[config.mk]
export PLATFORM = sky130hd
export DESIGN_NAME = serial_parity_rx
export DESIGN_NICKNAME = d
export VERILOG_FILES = /design/src/rtl/serial_parity_rx.sv
export SDC_FILE = /design/constraint.sdc
export NUM_CORES = 1
export LEC_CHECK = 0
export CAP_MARGIN = 15
export CORE_ASPECT_RATIO = 1.1
export CORE_MARGIN = 10
export CORE_UTILIZATION = 50
export DETAILED_ROUTE_END_ITERATION = 6
export PLACE_DENSITY = 0.72
export SLEW_MARGIN = 20
export SYNTH_ARGS = -nofsm -noshare
export SYNTH_HDL_FRONTEND = slang
export SYNTH_SLANG_ARGS = --single-unit
[constraint.sdc]
create_clock -name clk -period 2.25 [get_ports clk]
set_input_delay 0.225 -clock clk [delete_from_list [all_inputs] [get_ports clk]]
set_output_delay 0.225 -clock clk [all_outputs]
set_load 0.02 [all_outputs]
[src/rtl/serial_parity_rx.sv]
// serial_parity_rx: deserialises start/data/parity/stop frames and flags parity and framing errors
module serial_parity_rx #(
   parameter int DATA_W     = 8,
   parameter bit PARITY_ODD = 1'b0,
   parameter int CNT_W      = 8
) (
   input  logic              clk,
   input  logic              rst_n,
   input  logic              sin_valid,
   input  logic              sin,
   output logic [DATA_W-1:0] data_out,
   output logic              data_valid,
   output logic              parity_err,
   output logic              frame_err,
   output logic              busy,
   output logic [CNT_W-1:0]  err_cnt
);
   localparam int BW = (DATA_W > 1) ? $clog2(DATA_W) : 1;
   typedef enum logic [1:0] {IDLE, DATA, PARITY, STOP} state_t;
   state_t state, state_nx;
   logic [BW-1:0] bit_cnt;
   logic [DATA_W-1:0] sh;
   logic acc, perr;
   wire last = bit_cnt == BW'(DATA_W - 1);
   wire bad = perr | ~sin;
   assign busy = state != IDLE;
   always_comb begin
      state_nx = state;
      if (sin_valid)
         case (state)
            IDLE:   state_nx = sin ? IDLE : DATA;
            DATA:   state_nx = last ? PARITY : DATA;
            PARITY: state_nx = STOP;
            STOP:   state_nx = IDLE;
         endcase
   end
   always_ff @(posedge clk or negedge rst_n)
      if (!rst_n) state <= IDLE;
      else state <= state_nx;
   // idle strobes re-arm the datapath, so a start bit always begins from a clean slate
   always_ff @(posedge clk or negedge rst_n) begin
      if (!rst_n) begin
         bit_cnt    <= '0;
         sh         <= '0;
         acc        <= 1'b0;
         perr       <= 1'b0;
         data_out   <= '0;
         data_valid <= 1'b0;
         parity_err <= 1'b0;
         frame_err  <= 1'b0;
         err_cnt    <= '0;
      end else begin
         data_valid <= 1'b0;
         if (sin_valid)
            case (state)
               IDLE: begin
                  bit_cnt <= '0;
                  sh      <= '0;
                  acc     <= PARITY_ODD;
               end
               DATA: begin
                  sh      <= {sin, sh[DATA_W-1:1]};
                  acc     <= acc ^ sin;
                  bit_cnt <= bit_cnt + 1'b1;
               end
               PARITY: perr <= acc ^ sin;
               STOP: begin
                  data_out   <= sh;
                  parity_err <= perr;
                  frame_err  <= ~sin;
                  data_valid <= 1'b1;
                  if (bad && err_cnt != '1) err_cnt <= err_cnt + 1'b1;
               end
            endcase
      end
   end
endmodule
==> summary by stage <==
GRT
For this run, global-route usage on met1 was measured as 0.136. The pin count of the biggest net entering global routing is 35. The layer carrying the most global-route usage is met2. The wire length of the first global-routing pass is 5340 um. The met3 track demand over resource in global routing is 0.0476. The leftover overflow at the end of global routing is 0.

Across every metal layer, demand over resource in global routing totals 0.117. The number of global-route vias before repair is 1138. The number of antenna violations at the first check in global routing was 0. For met2 alone, demand over resource in global routing was 0.182.

Place
The count of input and output buffers is 23. The congestion estimate from routability-driven global placement came to 0.755. The placed wire-length estimate is 2030 um.

Setup path
The arrival time reported for the critical path endpoint is 1.74 ns. The slowest stage of the critical path is the sky130_fd_sc_hd__clkdlybuf4s50_1 cell. The maximum fanout along the worst path is 11. Measured in cells, the most critical reg-to-reg path has a length of 4. The stage delay of the slowest cell on the critical path is 0.54 ns. By startpoint and endpoint, the worst setup path is classified as flop to primary output.

The critical path goes through or2_2, clkdlybuf4s50_1. STA classifies the critical path endpoint as a primary output. The nature of the critical path startpoint is a flop. The required time at the endpoint of the critical path is 2.03 ns.

Pwr
The share of total power dissipated in sequential elements is 0.452. The power per cell area is 1050 nW/um^2. Cell internal power was estimated by the tool at 1.35 mW. For this design the static power due to leakage is 0.858 nW. VDD sags by at most 0.000801 V. The share of total power dissipated in the clock network is 0.292. The combinational power share is 0.257.

The switching power share of the total is 0.308. The switching power is 0.598 mW.

Timing
After routing, the total negative slack on setup checks comes to 0 ns. Setup repair after global routing left no endpoint under its margin. At the pin with the least slew margin, the transition time is 0.419 ns. The number of max-slew violations in the final report came to 0. The headroom to the max-slew limit is 0.721.

Of the available clock period, the critical path in the final layout requires 0.874. The total count of hold-check failures in the final report is 0. The final critical path time including I/O delays and setup is 1.97 ns. Derived from the worst setup path, the maximum achievable clock frequency is 509 MHz. Setup violations remaining at the end of the flow were counted as 0. Clock skew on the completed layout was measured at 0.0107 ns.

The worst hold slack is 0.275 ns.

CTS
The post-cts gate resize count is 0. The number of clock sinks seen by CTS is 34. In this run the post-CTS setup repair buffer count came out at 0.

Clock latency on the worst-skew pair, taken at its later pin, is 0.34 ns. After clock tree synthesis, the clock-pin slew on the worst setup and hold paths is 0.12 ns. The hold-fix buffer count after cts is 0. The TritonCTS clock tree is yes. The longest clock path from root to sink contains 2 buffers. The CTS buffer count is 5. The cell at the root of the clock tree is sky130_fd_sc_hd__clkbuf_4. The H-tree was split into 2 levels.

Hold path
The path class of the tightest hold or removal check is input pin to async pin.

Routing
After the first detailed-routing iteration, the DRC count stood at 52. In the routed layout, each cell is associated on average with a via count of 5.24. Summed over all layers, the routed wires come to 2790 um. For this run, design rule violations remaining after detail routing come to 0. The first detailed-routing pass took 4 iterations. In the final routed layout, each cell accounts on average for 14.1 um. The total via count after detailed routing is 1032. The count of nets left with antenna violations once routing finished came out at 0.

Job
The max capacitance violation total is 0.

Cells and area
The fraction of final layout cells with drive strength greater than 1 is 0.152. The area taken by flip-flops and latches is 851 sq um. The repair_antennas step left the layout with diodes totalling 0. The signed area change from the synthesized netlist to the final layout is 25.5%. The share of the core filled with cells is 0.663.

For this run, the post-layout net count is 170. The multi-input combinational cells in the finished layout cover a total of 591 sq um. After filler insertion, the fill cell instance count of the layout stands at 230.

Synthesis
Counting every instance in the synthesized netlist gives 135. The share of flip-flops with an asynchronous set or reset is 1.00. The number of unique standard cell types used by synthesis is 25.

The post-synthesis net count is 142. The sequential cell area fraction in the yosys report is 0.575. Synthesis inferred 34 register bits. Among all flip-flop cells after synthesis, the most frequent one is sky130_fd_sc_hd__dfrtp_1. The cell area that synthesis handed to floorplanning was 1480 sq um. In this run, synthesis inferred 0 flip-flops with an integrated enable. During synthesis, Yosys emitted a total of 0 warnings. In this run the mean area of a mapped cell was 11.0 sq um.

Floorplanning
24 I/O pins were placed. The floorplan step set the die width to 71.9 um. The die height is 77.0 um.

The initial standard-cell utilization of the core is 0.528. The initialized floorplan defines 20 standard-cell rows. The floorplan step defined a die boundary enclosing 5540 sq um. The region available for standard cell placement spans 2800 sq um.

Run status
The flow ran to the end, and the final reports show no timing, DRC or antenna violations.
-- path summary, 6_finish.rpt --
kind,startpoint,endpoint,slack (ns)
max,state[0],busy,0.28
min,rst_n,sh[0],0.27
max reg2reg,err_cnt[0],err_cnt[1],0.48
min reg2reg,frame_err,frame_err,0.49
max in group asynchronous,rst_n,err_cnt[5],1.67
min in group clk,frame_err,frame_err,0.49
-- cell usage after synthesis (2+ instances only) --
cell | n | area [sq um]
sky130_fd_sc_hd__dfrtp_1 | 34 | 851
sky130_fd_sc_hd__nand2_1 | 33 | 124
sky130_fd_sc_hd__o21ai_0 | 18 | 90.1
sky130_fd_sc_hd__mux2_2 | 10 | 113
sky130_fd_sc_hd__inv_1 | 4 | 15.0
sky130_fd_sc_hd__nand2b_1 | 4 | 25.0
sky130_fd_sc_hd__nor2_1 | 4 | 15.0
sky130_fd_sc_hd__buf_2 | 3 | 15.0
sky130_fd_sc_hd__ha_1 | 3 | 37.5
sky130_fd_sc_hd__nand4_1 | 3 | 18.8
sky130_fd_sc_hd__xnor2_1 | 3 | 26.3
sky130_fd_sc_hd__a31oi_1 | 2 | 12.5
sky130_fd_sc_hd__clkbuf_1 | 2 | 7.51
-- registers in the layout (all words and copies together) (netlist names), 3 cells and up, named ones only --
name	cells
data_out	8
bit_cnt	3
err_cnt	8
sh	8
-- cells in the final DEF (no fill, tap or decap) --
cell,instances
sky130_fd_sc_hd__clkbuf_4,5
sky130_fd_sc_hd__a21oi_4,1
sky130_fd_sc_hd__nand3_1,1
sky130_fd_sc_hd__ha_1,3
sky130_fd_sc_hd__dfrtp_1,34
sky130_fd_sc_hd__nand4_1,3
sky130_fd_sc_hd__and4_1,1
sky130_fd_sc_hd__a22o_1,1
sky130_fd_sc_hd__or2_2,1
sky130_fd_sc_hd__and3_1,1
sky130_fd_sc_hd__nand2_1,33
sky130_fd_sc_hd__a41oi_1,1
sky130_fd_sc_hd__nor2b_1,1
sky130_fd_sc_hd__mux2_2,10
sky130_fd_sc_hd__nor2_1,4
sky130_fd_sc_hd__mux2i_1,1
sky130_fd_sc_hd__clkinv_4,1
sky130_fd_sc_hd__inv_1,4
sky130_fd_sc_hd__xnor2_1,3
sky130_fd_sc_hd__o21ai_0,18
sky130_fd_sc_hd__clkdlybuf4s50_1,23
sky130_fd_sc_hd__a221oi_4,1
sky130_fd_sc_hd__xor2_1,1
sky130_fd_sc_hd__nand2b_1,4
sky130_fd_sc_hd__bufinv_16,2
sky130_fd_sc_hd__buf_4,3
sky130_fd_sc_hd__nand3_4,1
sky130_fd_sc_hd__a31oi_1,2
-- stage by stage --
stage	setup slack [ns]	power [mW]	cell area, sq um	std cells
2_1_floorplan	0.477	1.17	1480	135
4_1_cts	0.249	1.97	1860	197
6_report	0.284	1.94	1860	197
5_1_grt	0.184	2.10	1860	197
3_5_place_dp	0.330	1.40	1750	189
3_3_place_gp	0.369	1.38	1750	189
-- cell type report --
class                      count  area share
timing repair buffer          26       0.136
inverter                       4     0.00809
multi-input combinational     92       0.318
sequential                    34       0.458
clock buffer                   5      0.0202
clock inverter                 3      0.0371
tap                           33      0.0222
-- worst max-delay path, delay by kind of cell, from the launching register on --
kind	cells	cell delay, ns
simple gates	1	0.34
flops	1	0.53
buf+inv	1	0.54
-- power groups by stage --
stage	Clock (mW)	Sequential, mW	Combinational [mW]
2_1_floorplan	0	0.913	0.253
3_3_place_gp	0	0.884	0.491
3_5_place_dp	0	0.894	0.508
4_1_cts	0.579	0.881	0.510
5_1_grt	0.611	0.909	0.576
6_report	0.567	0.878	0.499
-- logic make-up (layout without fill, tap and decap cells) --
logic type | after synthesis | after routing | synth area share
and+or+nand+nor | 50 | 50 | 0.157
adders and majority gates | 3 | 3 | 0.0254
DFF | 34 | 34 | 0.575
buffers and inverters | 9 | 38 | 0.0254
AOI/OAI and AO/OA | 24 | 24 | 0.110
xor gates and xnor gates | 4 | 4 | 0.0237
muxes | 11 | 11 | 0.0829
-- metal layers --
layer  vias up  share of wire
met5         -              0
li1        519              -
met3         5          0.071
met1       489           0.43
met4         0          0.017
met2        19           0.48
(Power assumes the default switching activity.)
